<file path="config.mk">
export PLATFORM = sky130hd
export DESIGN_NAME = uart_rx_fifo
export DESIGN_NICKNAME = d
export VERILOG_FILES = /design/src/rtl/uart_rx_fifo.sv
export SDC_FILE = /design/constraint.sdc
export NUM_CORES = 1
export LEC_CHECK = 0
export ABC_AREA = 1
export CAP_MARGIN = 20
export CORE_MARGIN = 4
export CORE_UTILIZATION = 40
export CTS_BUF_LIST = sky130_fd_sc_hd__clkbuf_8
export CTS_CLUSTER_SIZE = 12
export DETAILED_ROUTE_END_ITERATION = 10
export SLEW_MARGIN = 25
export SYNTH_ARGS = -nofsm -noshare
export SYNTH_HDL_FRONTEND = slang
export SYNTH_SLANG_ARGS = --single-unit
export TNS_END_PERCENT = 20
</file>
<file path="constraint.sdc">
create_clock -name clk -period 2.1 [get_ports clk]
set_input_delay 0.42 -clock clk [delete_from_list [all_inputs] [get_ports clk]]
set_output_delay 0.42 -clock clk [all_outputs]
set_load 0.03 [all_outputs]
</file>
<file path="src/rtl/uart_rx_fifo.sv">
`default_nettype none
// ============================================================================
// Module   : uart_rx_fifo
// Purpose  : Receive byte buffer behind the UART receiver. Framing-error bytes
//            are dropped. Overflow and framing errors are recorded in sticky
//            flags. Optional macro UART_RX_FIFO_OVERWRITE_EN selects
//            drop-oldest behaviour on overflow. The default drops the newest
//            byte.
// Revision : 1.0 - initial release
// ============================================================================
module uart_rx_fifo #(
    parameter int DATA_W = 8,
    parameter int DEPTH  = 16
) (
    input  logic                       clk,
    input  logic                       res,
    input  logic [DATA_W-1:0]          rx_data,
    input  logic                       rx_valid,
    input  logic                       rx_ferr,
    input  logic                       clr,
    output logic [DATA_W-1:0]          out_data,
    output logic                       out_valid,
    input  logic                       out_ready,
    output logic [$clog2(DEPTH):0]     count,
    output logic                       full,
    output logic                       ovf,
    output logic                       ferr
);

    localparam int                c_ADDR_W = $clog2(DEPTH);
    localparam int                c_CNT_W  = c_ADDR_W + 1;
    localparam logic [c_CNT_W-1:0] c_FULL  = c_CNT_W'(DEPTH);

    logic [DATA_W-1:0]   r_mem [DEPTH];
    logic [c_ADDR_W-1:0] r_wp;
    logic [c_ADDR_W-1:0] r_rp;
    logic [c_CNT_W-1:0]  r_count;
    logic                r_ovf;
    logic                r_ferr;

    logic w_push;
    logic w_pop;
    logic w_full;
    logic w_empty;
    logic w_ovf_evt;
    logic w_wr_en;
    logic w_rd_adv;

    assign w_push    = rx_valid && !rx_ferr;
    assign w_full    = (r_count == c_FULL);
    assign w_empty   = (r_count == '0);
    assign w_pop     = !w_empty && out_ready;
    // A pop in the same cycle frees the slot, so that case is not an overflow.
    assign w_ovf_evt = w_push && w_full && !w_pop;

    always_comb begin
        w_wr_en  = 1'b0;
        w_rd_adv = w_pop;
`ifdef UART_RX_FIFO_OVERWRITE_EN
        // Overwrite mode: every good byte is stored, and the oldest byte is retired on overflow.
        w_wr_en  = w_push;
        w_rd_adv = w_pop || w_ovf_evt;
`else
        w_wr_en  = w_push && !w_ovf_evt;
`endif
    end

    // Storage has no reset. Pointer reset alone makes the contents unobservable.
    always_ff @(posedge clk) begin
        if (!res && !clr && w_wr_en) begin
            r_mem[r_wp] <= rx_data;
        end
    end

    always_ff @(posedge clk) begin
        if (res || clr) begin
            r_wp    <= '0;
            r_rp    <= '0;
            r_count <= '0;
            r_ovf   <= 1'b0;
            r_ferr  <= 1'b0;
        end else begin
            if (w_wr_en) begin
                r_wp <= r_wp + c_ADDR_W'(1);
            end
            if (w_rd_adv) begin
                r_rp <= r_rp + c_ADDR_W'(1);
            end
            if (w_wr_en && !w_rd_adv) begin
                r_count <= r_count + c_CNT_W'(1);
            end else if (w_rd_adv && !w_wr_en) begin
                r_count <= r_count - c_CNT_W'(1);
            end
            if (w_ovf_evt) begin
                r_ovf <= 1'b1;
            end
            if (rx_valid && rx_ferr) begin
                r_ferr <= 1'b1;
            end
        end
    end

    assign out_data  = r_mem[r_rp];
    assign out_valid = !w_empty;
    assign count     = r_count;
    assign full      = w_full;
    assign ovf       = r_ovf;
    assign ferr      = r_ferr;

endmodule
`default_nettype wire
</file>
After elaboration in Yosys (flattened, before gate mapping)
Memories as Yosys holds them, arrays and structs flattened. A register that Yosys moved wholly into a read port is not among the register bits. Cells that the tools add are included.

Input bits: 14. Word-level logic and storage cells: 37. Flip-flop bits (word level): 15. RAM bits: 128. Memories: 1.

$add $sub $neg: 4. Equality and inequality tests: 1. Mux-type cells: 6. Reduce and logical (&&, ||, !) cells: 20.

Memories: r_mem (words 16, width 8, rd ports 1, clocked after memory_dff 1, write ports 1, line 34) `logic [DATA_W-1:0] r_mem [DEPTH];`.

Operators by type and width (count): logical AND 1 bit (10); 2-to-1 mux 5 bit (2); adder 4 x 1 -> 4 bit, second input constant (2); 2-to-1 mux 4 bit (2); logical NOT 1 bit (7); adder 5 x 1 -> 5 bit, second input constant (1); equality test 5 bit, second input constant (1); logical NOT 5 bit (1); subtractor 5 x 1 -> 5 bit, second input constant (1); 2-to-1 mux 1 bit (2); nonzero test 2 bit (1); logical OR 1 bit (1).

Logic depth before layout (Yosys ltp)
Depth after elaboration: 11. Gate-level depth with buffers: 15. Gate-level depth less buffers: 15.

Worst setup path before layout
OpenSTA, ideal clock, no wires.

Path kind: flip-flop to flip-flop. Start point: register r_count[1] (netlist: count[1]). End point: register r_count[4] (netlist: count[4]). Data arrival time: 2278 ps. Cell stages (with the launch flop): 13. Setup time: 70 ps. Clock period less this slack: 2348 ps. Slack: -248 ps. Cells stage by stage: dfxtp_1 nor2_1 nand3_1 nand2_1 ha_1 inv_1 ha_1 or2_2 nand2_1 nand2_1 nand2_1 nand2_1 a21oi_1.

Cells in the longest elaborated chain, start to end: 10. Elaborated cells on any way between the ends: 17. Classes of those cells: add/sub: 2; eq/ne: 1; mux: 2; reduce/logical: 12.

Ends and longest elaborated chain: start: declaration (line 37) `logic [c_CNT_W-1:0] r_count;`; start signal: assignment (line 90) `r_count <= r_count + c_CNT_W'(1);`; start signal: assignment (line 92) `r_count <= r_count - c_CNT_W'(1);`; logical NOT 5 bit * (line 51) `assign w_empty = (r_count == '0);`; logical NOT 1 bit *; via out_valid (line 22) `output logic out_valid,`; logical AND 1 bit * (line 52) `assign w_pop = !w_empty && out_ready;`; logical NOT 1 bit (line 54, 89); logical AND 1 bit (line 54) `assign w_ovf_evt = w_push && w_full && !w_pop;`; logical NOT 1 bit (line 64) `w_wr_en = w_push && !w_ovf_evt;`; logical AND 1 bit (line 64); logical NOT 1 bit (line 91) `end else if (w_rd_adv && !w_wr_en) begin`; logical AND 1 bit (line 91); nonzero test 2 bit (no source line).

The timed path passes the listed nets; every way through them passes the cells marked *. The select of a mux whose other input is x is not followed. A chain may end at the register's enable or synchronous reset.

==> impl_metrics.env <==
export IMPL_synth_enable_flop_cells=128
export IMPL_clk_root_buffer_cell="sky130_fd_sc_hd__clkbuf_8"
export IMPL_bufs_on_longest_clock_path=2
export IMPL_placed_cells=840
export IMPL_rsz0062_at_grt="true"
export IMPL_global_route_usage_total_pct=16.9
export IMPL_min_delay_path_depth=2
export IMPL_preCtsSetupSlack_ns=-0.448
export IMPL_fp_row_count=45
export IMPL_dr_first_iter_drc_count=334
export IMPL_dieArea_sq_um=17800
export IMPL_worst_r2r_endpoint="count[4]"
export IMPL_slowest_delay_ns=0.41
export IMPL_layout_min_cycle_time_ns=2.25
export IMPL_io_buffer_count=30
export IMPL_cp_max_fo=13
export IMPL_fmax_mhz=444
export IMPL_fp_coreArea_sq_um=15300
export IMPL_irDropWorstVdd_mv=0.394
export IMPL_hold_path_class="flip-flop to flip-flop"
export IMPL_largest_net_degree_at_the_start_of_global_routing=31
export IMPL_critPathBufInv=3
export IMPL_critical_path_reg2reg_startpoint="count[3]"
export IMPL_floorplan_die_width_um=133
export IMPL_h_tree_depth=4
export IMPL_wl_mm=14.5
export IMPL_synth_cells=586
export IMPL_synth_top_cells_by_count="sky130_fd_sc_hd__edfxtp_1, sky130_fd_sc_hd__nor2_1, sky130_fd_sc_hd__nand2_1, sky130_fd_sc_hd__nand3_1, sky130_fd_sc_hd__inv_1"
export IMPL_fill_cells=1351
export IMPL_report_final_slew_viol_count=0
export IMPL_dr_total_vias=4408
export IMPL_antenna_violations_before_repair=0
export IMPL_power_per_cell_area_nw_per_um2=839
export IMPL_r2r_cells=13
export IMPL_fin_nets=680
export IMPL_globalplace_congestion=0.834
export IMPL_tritoncts="yes"
export IMPL_worst_path_dominant_cell_family="buffers and inverters"
export IMPL_cts_hold_fix_buffers=0
export IMPL_post_route_period_util_pct=107
export IMPL_flow_area_growth_from_synthesis_pct=23.8
export IMPL_boundaryPins=31
export IMPL_cp_data_arrival_time_ns=1.83
export IMPL_remaining_drc_errors=0
export IMPL_post_layout_nonfiller_instances=880
export IMPL_static_leakage_uw=0.00289
export IMPL_cts_made_buffers=17
export IMPL_seq_area_frac_synth_pct=67.3
export IMPL_synth_area_per_cell_sq_um=10.7
export IMPL_1st_pass_router_iterations=6
export IMPL_netlist_cell_type_count=24
export IMPL_cpMostUsedCell="sky130_fd_sc_hd__nand3_1"
export IMPL_overflow=0
export IMPL_critical_path_cell_chain="buf_12 > clkbuf_16 > o211ai_1 > nand3_1 > nand3_1 > nand2_1 > buf_6"
export IMPL_synth_ff_type="sky130_fd_sc_hd__edfxtp_1"
export IMPL_effective_utilization_at_floorplan_pct=41.1
export IMPL_finalWorstSetupSlack_ns=-0.152
export IMPL_final_seq_area_sq_um=4240
export IMPL_clk_pin_slew_ns=0.08
export IMPL_global_route_wire_length_before_repair_mm=22.9
export IMPL_hpwl_reported_at_the_end_of_detailed_placement_mm=8.93
export IMPL_sort_of_element_at_the_start_of_the_critical_path="flip-flop"
export IMPL_worst_ep_required_time_ns=1.68
export IMPL_post_drt_via_cell_ratio=5.01
export IMPL_ys_warn_count=0
export IMPL_yosys_cell_count_top_type="sky130_fd_sc_hd__edfxtp_1"
export IMPL_hold_violation_count_in_the_final_report=0
export IMPL_finish_utilization_pct=50.9
export IMPL_die_y_um=133
export IMPL_worst_skew_pair_late_latency_ns=0.44
export IMPL_max_slew_margin_rel_pct=50.9
export IMPL_synth_nets=610
export IMPL_critical_path_slowest_cell="sky130_fd_sc_hd__dfxtp_4"
export IMPL_mean_routed_wirelength_per_cell_um=16.4
export IMPL_ant_nets=0
export IMPL_crit_type="flip-flop to output port"
export IMPL_multi_input_area_sq_um=1770
export IMPL_fin_worst_skew_ns=0.00892
export IMPL_synth_top_cells_by_area="sky130_fd_sc_hd__edfxtp_1, sky130_fd_sc_hd__nor2_1, sky130_fd_sc_hd__dfxtp_1, sky130_fd_sc_hd__nand2_1, sky130_fd_sc_hd__nand3_1"
export IMPL_failed_checks="setup timing"
export IMPL_cts_sink_count=147
export IMPL_setup_tns_final_ns=-0.957
export IMPL_setup_worst_path_end_class="output port"
export IMPL_finalHoldWorstSlack_ns=0.465
export IMPL_via_count_of_the_first_global_routing_pass=4427
export IMPL_postSynth_asyncResetShare_pct=0
export IMPL_timing_final_setup_violations=8
export IMPL_fraction_of_layout_cells_with_a_size_suffix_above_1_pct=16.7
export IMPL_syn_cell_area_sq_um=6270
export IMPL_diode_count=0
export IMPL_worst_hold_startpoint="ovf"
export IMPL_status="finished, violations left"
export IMPL_synth_top_area_share_pct=61.3
export IMPL_ys_seq_elements=147
export IMPL_worst_hold_path_endpoint="ovf"
export IMPL_ff2ff_setup_slack_ns=0.09
export IMPL_tightest_slew_ns=0.734
export IMPL_post_synth_top_area_cell="sky130_fd_sc_hd__edfxtp_1"
export IMPL_drv_max_cap_violation_count=0
-- cell type report --
class	count	area share (%)
flip-flops and latches	147	54.6
clock buffers	17	3.01
multi-input cells	365	22.8
well taps	211	3.40
inverters	48	2.47
clock inverters	15	2.84
repair buffers	77	10.9
-- worst register-to-register path: cells and delay by family (launching register included) --
kind | cells | cell delay, ns
compound gates | 2 | 0.27
buf+inv | 2 | 0.16
flops | 1 | 0.35
fa+ha+maj | 2 | 0.42
simple gates | 7 | 0.74
-- power by group --
part	internal, uW	switching, uW	leakage [uW]
Clock	1500	989	0.000232
Sequential	3190	33.5	0.00131
Combinational	339	459	0.00135
-- worst max path at each step --
stage               startpoint           to  slack (ns)  cells after the start
floorplan             count[3]     count[4]        0.03                     13
global placement       rx_ferr     count[4]       -0.33                     15
detailed placement     rx_ferr     count[3]       -0.45                     15
CTS                  flip-flop  out_data[1]       -0.16                      7
global route         flip-flop  out_data[0]       -0.27                      9
finish               flip-flop  out_data[2]       -0.15                      7
-- routing by layer --
metal	global-route usage [%]	share of wire, %	vias to the layer above
met5	0	0	-
met1	21.2	41	2088
met3	4.34	6.4	33
li1	-	-	2135
met2	28.0	50	152
met4	7.43	2.7	0
-- what timing repair did --
item,in CTS,in global routing
pin swaps,15,4
buffers inserted,2,0
endpoints found under the setup margin,12,12
resized for setup,35,12
gates cloned,4,2
-- state kept, by name (all words and copies together) (netlist names), named ones only --
register	count
r_rp	4
count	5
ovf	1
ferr	1
r_mem	128
r_wp	4
-- stage by stage --
step | cell area [sq um] | power [uW]
CTS | 7700 | 6540
global placement | 7020 | 3960
finish | 7760 | 6520
floorplan | 6300 | 3710
global route | 7760 | 6810
detailed placement | 7020 | 3990
-- logic make-up (layout without fill, tap and decap cells) --
logic type,Yosys count,after routing,synth area share (%)
AO/OA/AOI/OAI,75,75,6.60
XOR/XNOR,4,4,0.559
buffers and inverters,74,157,5.40
AND/OR/NAND/NOR,276,276,18.0
flip-flops,147,147,67.3
adder cells (fa/ha/maj),10,10,2.11
-- layout by cell type, fill, tap and decap left out, types with 3 or more instances in the layout --
| cell | Yosys | routed |
|---|---|---|
| sky130_fd_sc_hd__buf_6 | 6 | 10 |
| sky130_fd_sc_hd__clkinv_1 | 0 | 4 |
| sky130_fd_sc_hd__dfxtp_2 | 0 | 5 |
| sky130_fd_sc_hd__o21ai_1 | 9 | 16 |
| sky130_fd_sc_hd__o21ai_0 | 39 | 32 |
| sky130_fd_sc_hd__o211ai_1 | 14 | 14 |
| sky130_fd_sc_hd__clkbuf_8 | 0 | 17 |
| sky130_fd_sc_hd__nor2_1 | 113 | 111 |
| sky130_fd_sc_hd__nand3_1 | 58 | 55 |
| sky130_fd_sc_hd__a21oi_1 | 12 | 12 |
| sky130_fd_sc_hd__bufinv_16 | 0 | 6 |
| sky130_fd_sc_hd__edfxtp_1 | 128 | 128 |
| sky130_fd_sc_hd__dfxtp_1 | 19 | 12 |
| sky130_fd_sc_hd__nand2_1 | 97 | 92 |
| sky130_fd_sc_hd__nand2_2 | 1 | 6 |
| sky130_fd_sc_hd__clkdlybuf4s50_1 | 0 | 20 |
| sky130_fd_sc_hd__buf_4 | 0 | 33 |
| sky130_fd_sc_hd__nor2_2 | 4 | 4 |
| sky130_fd_sc_hd__inv_2 | 3 | 3 |
| sky130_fd_sc_hd__ha_1 | 9 | 8 |
| sky130_fd_sc_hd__buf_16 | 0 | 4 |
| sky130_fd_sc_hd__buf_12 | 0 | 4 |
| sky130_fd_sc_hd__inv_1 | 45 | 45 |
(Power assumes the default switching activity.)
